File: src/rtl/imm_ctrl_sequencer_pkg.sv
// Shared encodings for the hardwired control sequencers: state codes,
// immediate-class opcodes and ALU function codes.
package imm_ctrl_sequencer_pkg;

  // T0..T5 keep the step numbers already used by the datapath bench.
  typedef enum logic [4:0] {
    ST_IDLE = 5'd0,
    ST_T0   = 5'd7,
    ST_T1   = 5'd8,
    ST_T2   = 5'd9,
    ST_T3   = 5'd10,
    ST_T4   = 5'd11,
    ST_T5   = 5'd12,
    ST_TRAP = 5'd31
  } state_e;

  localparam logic [4:0] OPC_ADDI = 5'b01100;
  localparam logic [4:0] OPC_ANDI = 5'b01101;
  localparam logic [4:0] OPC_ORI  = 5'b01110;

  localparam int unsigned ALU_ADD = 0;
  localparam int unsigned ALU_AND = 1;
  localparam int unsigned ALU_OR  = 2;

endpackage

File: src/rtl/imm_ctrl_sequencer_decoder.sv
// Opcode decoder for the immediate-ALU class: maps the IR opcode field to a
// legal flag and the ALU function. Purely combinational.
module imm_opcode_decoder
  import imm_ctrl_sequencer_pkg::*;
#(
  parameter int OPC_W   = 5,
  parameter int ALUOP_W = 4
) (
  input  logic [OPC_W-1:0]   opc,
  output logic               legal,
  output logic [ALUOP_W-1:0] alu_op
);

  // Anything outside addi/andi/ori is reported illegal with alu_op = 0.
  always_comb begin
    legal  = 1'b0;
    alu_op = '0;
    case (opc)
      OPC_W'(OPC_ADDI): begin legal = 1'b1; alu_op = ALUOP_W'(ALU_ADD); end
      OPC_W'(OPC_ANDI): begin legal = 1'b1; alu_op = ALUOP_W'(ALU_AND); end
      OPC_W'(OPC_ORI):  begin legal = 1'b1; alu_op = ALUOP_W'(ALU_OR);  end
      default:          begin legal = 1'b0; alu_op = '0; end
    endcase
  end

endmodule

File: src/rtl/imm_ctrl_sequencer.sv
// Control-step sequencer for fetch + immediate ALU (addi/andi/ori).
//
// state | meaning
// IDLE  | waiting for Start
// T0    | PC -> MAR
// T1    | memory read; waits for Mem_ready, PC increments on the ready cycle
// T2    | MDR -> IR
// T3    | Rb -> Y, opcode decode
// T4    | ALU (C operand) -> Z
// T5    | Z -> Ra, Done
// TRAP  | illegal opcode or memory timeout; left only by reset
//
// step reports the low four bits of the state code, so TRAP reads as 4'hF.
module imm_ctrl_sequencer
  import imm_ctrl_sequencer_pkg::*;
#(
  parameter int OPC_W      = 5,
  parameter int ALUOP_W    = 4,
  parameter int AUTO_FETCH = 0,
  parameter int WAIT_MAX   = 15
) (
  input  logic               Clock,
  input  logic               Reset_n,
  input  logic               Start,
  input  logic               Mem_ready,
  input  logic [31:0]        IR,
  output logic               PCout,
  output logic               MARin,
  output logic               Read,
  output logic               MDRin,
  output logic               PCin,
  output logic               IncPC,
  output logic               MDRout,
  output logic               IRin,
  output logic               Gra,
  output logic               Grb,
  output logic               Rout,
  output logic               Rin,
  output logic               Yin,
  output logic               Cout,
  output logic               Zin,
  output logic               ZLOout,
  output logic [ALUOP_W-1:0] alu_op,
  output logic [3:0]         step,
  output logic               Busy,
  output logic               Done,
  output logic               Trap
);

  // Counter only needs to reach WAIT_MAX-1; the next miss is the timeout.
  localparam int CNT_W = (WAIT_MAX > 1) ? $clog2(WAIT_MAX) : 1;
  localparam logic [CNT_W-1:0] WAIT_LAST = (WAIT_MAX > 0) ? CNT_W'(WAIT_MAX - 1) : '0;

  state_e             state_q, state_d;
  logic [CNT_W-1:0]   wait_q, wait_d;
  logic [ALUOP_W-1:0] alu_q, alu_d;
  logic               trap_q, trap_d;
  logic               dec_legal;
  logic [ALUOP_W-1:0] dec_alu;
  logic [4:0]         state_bits;
  logic               ir_unused;

  imm_opcode_decoder #(
    .OPC_W   (OPC_W),
    .ALUOP_W (ALUOP_W)
  ) u_dec (
    .opc    (IR[31 -: OPC_W]),
    .legal  (dec_legal),
    .alu_op (dec_alu)
  );

  assign ir_unused  = ^IR[31-OPC_W:0];
  assign state_bits = state_q;
  assign step       = state_bits[3:0];
  assign alu_op     = alu_q;
  assign Trap       = trap_q;

  // State, wait counter, latched ALU function and sticky trap flag.
  always_ff @(posedge Clock or negedge Reset_n) begin
    if (!Reset_n) begin
      state_q <= ST_IDLE;
      wait_q  <= '0;
      alu_q   <= '0;
      trap_q  <= 1'b0;
    end else begin
      state_q <= state_d;
      wait_q  <= wait_d;
      alu_q   <= alu_d;
      trap_q  <= trap_d;
    end
  end

  // Next-state logic and strobe decode from the current state.
  always_comb begin
    state_d = state_q;
    wait_d  = wait_q;
    alu_d   = alu_q;
    trap_d  = trap_q;
    PCout = 1'b0; MARin = 1'b0; Read   = 1'b0; MDRin = 1'b0;
    PCin  = 1'b0; IncPC = 1'b0; MDRout = 1'b0; IRin  = 1'b0;
    Gra   = 1'b0; Grb   = 1'b0; Rout   = 1'b0; Rin   = 1'b0;
    Yin   = 1'b0; Cout  = 1'b0; Zin    = 1'b0; ZLOout = 1'b0;
    Busy  = 1'b0;
    Done  = 1'b0;
    case (state_q)
      ST_IDLE: begin
        if (Start) state_d = ST_T0;
      end
      ST_T0: begin
        Busy = 1'b1; PCout = 1'b1; MARin = 1'b1;
        state_d = ST_T1;
      end
      ST_T1: begin
        Busy = 1'b1; Read = 1'b1; MDRin = 1'b1;
        if (Mem_ready) begin
          // PC bumps only on the data-valid cycle so a long wait still
          // increments exactly once.
          PCin    = 1'b1;
          IncPC   = 1'b1;
          wait_d  = '0;
          state_d = ST_T2;
        end else if (WAIT_MAX != 0) begin
          if (wait_q == WAIT_LAST) begin
            wait_d  = '0;
            trap_d  = 1'b1;
            state_d = ST_TRAP;
          end else begin
            wait_d = wait_q + CNT_W'(1);
          end
        end
      end
      ST_T2: begin
        Busy = 1'b1; MDRout = 1'b1; IRin = 1'b1;
        state_d = ST_T3;
      end
      ST_T3: begin
        Busy = 1'b1; Grb = 1'b1; Rout = 1'b1; Yin = 1'b1;
        if (dec_legal) begin
          alu_d   = dec_alu;
          state_d = ST_T4;
        end else begin
          trap_d  = 1'b1;
          state_d = ST_TRAP;
        end
      end
      ST_T4: begin
        Busy = 1'b1; Cout = 1'b1; Zin = 1'b1;
        state_d = ST_T5;
      end
      ST_T5: begin
        Busy = 1'b1; ZLOout = 1'b1; Gra = 1'b1; Rin = 1'b1; Done = 1'b1;
        state_d = (AUTO_FETCH != 0) ? ST_T0 : ST_IDLE;
      end
      ST_TRAP: begin
        trap_d = 1'b1;
      end
      default: begin
        state_d = ST_IDLE;
      end
    endcase
  end

endmodule
File: config.mk
export PLATFORM = sky130hd
export DESIGN_NAME = imm_ctrl_sequencer
export DESIGN_NICKNAME = d
export VERILOG_FILES = /design/src/rtl/imm_ctrl_sequencer_pkg.sv /design/src/rtl/imm_ctrl_sequencer_decoder.sv /design/src/rtl/imm_ctrl_sequencer.sv
export SDC_FILE = /design/constraint.sdc
export NUM_CORES = 1
export LEC_CHECK = 0
export ABC_AREA = 1
export BUFFER_PORTS_ARGS = -buffer_cell sky130_fd_sc_hd__buf_2
export CORE_MARGIN = 5
export CORE_UTILIZATION = 37
export DETAILED_ROUTE_END_ITERATION = 10
export PLACE_DENSITY_LB_ADDON = 0.08
export SLEW_MARGIN = 10
export SYNTH_ARGS = -nofsm -noshare
export SYNTH_HDL_FRONTEND = slang
export SYNTH_SLANG_ARGS = --single-unit
File: constraint.sdc
create_clock -name Clock -period 1.1 [get_ports Clock]
set_input_delay 0.11 -clock Clock [delete_from_list [all_inputs] [get_ports Clock]]
set_output_delay 0.11 -clock Clock [all_outputs]
set_load 0.01 [all_outputs]
==> impl_results.rst <==
.. list-table::
   :header-rows: 1

   * - Metric
     - Value
   * - P_leak
     - 0.827 nW
   * - Net switching power of the design
     - 1.54 mW
   * - Non-filler instance count after layout
     - 208
   * - Worst-skew pair later-pin latency
     - 280 ps
   * - Total inserted antenna cells
     - 0
   * - Total number of H-tree levels
     - 1
   * - Data required time of the critical path
     - 990 ps
   * - Total clock buffers created by CTS
     - 3
   * - Estimated wirelength of the detail-placed design
     - 1800 um
   * - Number of hold-slack violations in the final timing report
     - 0
   * - Number of design-rule violations left by the first detailed-router iteration
     - 12
   * - Setup TNS
     - -8770 ps
   * - First-pass GRT wire length
     - 3950 um
   * - Die height
     - 59.7 um
   * - Clock tree from TritonCTS
     - built
   * - Die ar.
     - 3570 um^2
   * - Yosys top cell by area
     - sky130_fd_sc_hd__dfrtp_1
   * - Clock sink count
     - 12
   * - Critical path startpoint category
     - register
   * - DRC violations left
     - 0
   * - Width of the die
     - 59.7 um
   * - Post-Route Skew
     - 4.07 ps
   * - Port Buf Inserts
     - 33
   * - Reg power frac
     - 23.4%
   * - Flip-flop and latch count after synthesis
     - 12
   * - Max-cap violations
     - 0
   * - Sw Share
     - 43.5%
   * - Routed Wire Length
     - 2550 um
   * - Mapped cell area
     - 915 um^2
   * - Overall power after layout
     - 3.55 mW
   * - Number of buffers between clock root and the deepest sink
     - 2
   * - Crit path capture type
     - output pin
   * - Core region area
     - 2410 um^2
   * - Commonest non-fill, non-tap cell in the layout
     - sky130_fd_sc_hd__buf_4
   * - Final std cell area, no fill
     - 1600 um^2
   * - Internal cell power
     - 2.01 mW
   * - Initial core utilization
     - 38.0%
   * - Violations in the final reports
     - negative setup slack
   * - Peak supply drop
     - 1.27 mV
   * - Clock edge transition at the registers on the reported setup and hold paths
     - 70 ps
   * - Combinational share of power
     - 66.6%
   * - Type of the worst min-delay path
     - input pin to register
   * - Min Clock Period, post-route
     - 1450 ps
   * - Area fraction of the dominant cell type after synthesis
     - 32.8%
   * - Largest net degree at the start of global routing
     - 13
   * - Max Transition Viols Final
     - 0
   * - Gate Count Post-Synth
     - 121
   * - Util after Layout
     - 66.4%
   * - Maximum operating frequency
     - 689 MHz
   * - Synth warnings
     - 0
   * - RSZ-0062 raised after global routing
     - yes
   * - Post-Synthesis Mean Instance Area
     - 7.56 um^2
   * - Cells after DPL
     - 185
   * - Post-synthesis sequential area ratio
     - 32.8%
   * - Vias/cell
     - 4.50
   * - Final net count
     - 217
   * - Sum of overflow across all layers after global routing
     - 0
   * - Number of optimization iterations in the first detailed-route pass
     - 4
   * - Area contributors post-synth
     - sky130_fd_sc_hd__dfrtp_1 33%, sky130_fd_sc_hd__buf_4 13%, sky130_fd_sc_hd__nand2_1 12%, sky130_fd_sc_hd__nand3_1 4.9%, sky130_fd_sc_hd__inv_1 4.9%
   * - Final hold slack
     - 43.3 ps
   * - Fraction of layout cells with a size suffix above 1
     - 65.2%
   * - Post-synth cell types
     - 21
   * - Largest fanout on the critical path
     - 4
   * - # setup viols final
     - 31
   * - Cell Rows
     - 18
   * - Pre-CTS setup slack
     - -151 ps
   * - Part of the power in the clock network
     - 10.0%
   * - Ratio of total power to cell area
     - 2220 nW/um^2
   * - Number of antenna violations at the first check in global routing
     - 0
   * - Result of the run
     - finished, violations left
   * - Boundary Pins
     - 63
   * - Fill cell instance count of the final layout
     - 215
   * - Routability-driven placement congestion ratio
     - 0.840
   * - Worst-case setup margin in the final layout
     - -351 ps
   * - CTS Root Buffer Type
     - sky130_fd_sc_hd__clkbuf_4
   * - Post-DRT Antenna Nets
     - 0
   * - Final worst path period share
     - 132%
   * - Total global-route track usage
     - 14.8%
   * - Cell area after placement
     - 1160 um^2
   * - Arrival time worst endpoint
     - 1340 ps
   * - Via count of the first global-routing pass
     - 914
   * - Average wire per standard cell
     - 12.2 um
   * - Vias
     - 937
   * - Most used cells in the layout excluding fill and tap cells
     - 25 x sky130_fd_sc_hd__buf_4, 22 x sky130_fd_sc_hd__nand2_1, 20 x sky130_fd_sc_hd__buf_6
   * - Area added between synthesis and finish
     - 74.8%
   * - Crit Path Category
     - register to output pin
## power by group through the flow
stage / combinational (mW) / sequential, mW / clock, mW
2_1_floorplan: 1.13 / 0.792 / 0
3_5_place_dp: 1.60 / 0.808 / 0
3_3_place_gp: 1.60 / 0.799 / 0
4_1_cts: 2.05 / 0.820 / 0.370
6_report: 2.36 / 0.830 / 0.356
5_1_grt: 2.61 / 0.855 / 0.392
## kinds of logic (layout without fill, tap and decap cells)
group | after synthesis | count (layout) | share of synthesized area, %
xor+xnor | 2 | 2 | 1.92
flops | 12 | 12 | 32.8
buf+inv | 32 | 88 | 19.7
simple gates | 60 | 60 | 35.2
fa+ha+maj | 2 | 2 | 2.74
compound gates | 12 | 12 | 7.25
other cells | 1 | 2 | 0.410
## area by class of cell
class,instances,area (um^2),share of cell area [%]
sequential,12,305,19.1
clock buffer,4,36.3,2.27
timing repair buffer,68,578,36.2
inverter,16,72.6,4.54
multi-input combinational,78,569,35.6
tap,30,37.5,2.35
## Yosys cell counts (all sizes together)
| library cell | number |
|---|---|
| o211ai | 1 |
| a21oi | 1 |
| nand3 | 9 |
| xor2 | 1 |
| nand4 | 2 |
| inv | 16 |
| ha | 2 |
| conb | 1 |
| buf | 16 |
| dfrtp | 12 |
| xnor2 | 1 |
| o21ai | 10 |
| nor2 | 17 |
| nand2 | 32 |
## state kept, by name (all words and copies together), names as in the netlist
signal / flops
Trap: 1
wait_q: 4
alu_op: 2
state_bits: 5
## final timing paths
kind | slack, ps | to | depth (start not counted) | from
min in group asynchronous | 240 | state_bits[3] | 2 | Reset_n
min reg2reg | 470 | Trap | 2 | Trap
min | 40 | alu_op[1] | 2 | IR[27]
max | -350 | MDRin | 5 | state_bits[2]
max reg2reg | -280 | Trap | 8 | state_bits[2]
max in group asynchronous | 620 | state_bits[1] | 2 | Reset_n
## repair_timing
| item | CTS | global route |
|---|---|---|
| pin swaps | 9 | 9 |
| gates cloned | 0 | 0 |
| gates resized for setup | 28 | 27 |
| setup buffers | 13 | 5 |
| setup endpoints to repair | 31 | 32 |
| endpoints found under the hold margin | 12 | 0 |
| hold buffers | 1 | 0 |
## per-layer routing
layer / share of wire (%) / global-route usage (%) / vias up
li1: - / - / 474
met5: 0 / 0 / -
met4: 2.1 / 7.28 / 0
met3: 4.4 / 1.30 / 8
met2: 53 / 25.0 / 24
met1: 41 / 18.6 / 431
## worst max-delay path: stages, from the launching register on
cell and delay, ps:
sky130_fd_sc_hd__dfrtp_1 440, sky130_fd_sc_hd__inv_2 100, sky130_fd_sc_hd__nand2_4 80, sky130_fd_sc_hd__buf_4 150, sky130_fd_sc_hd__nor2_4 160, sky130_fd_sc_hd__buf_6 130
(Power assumes the default switching activity.)
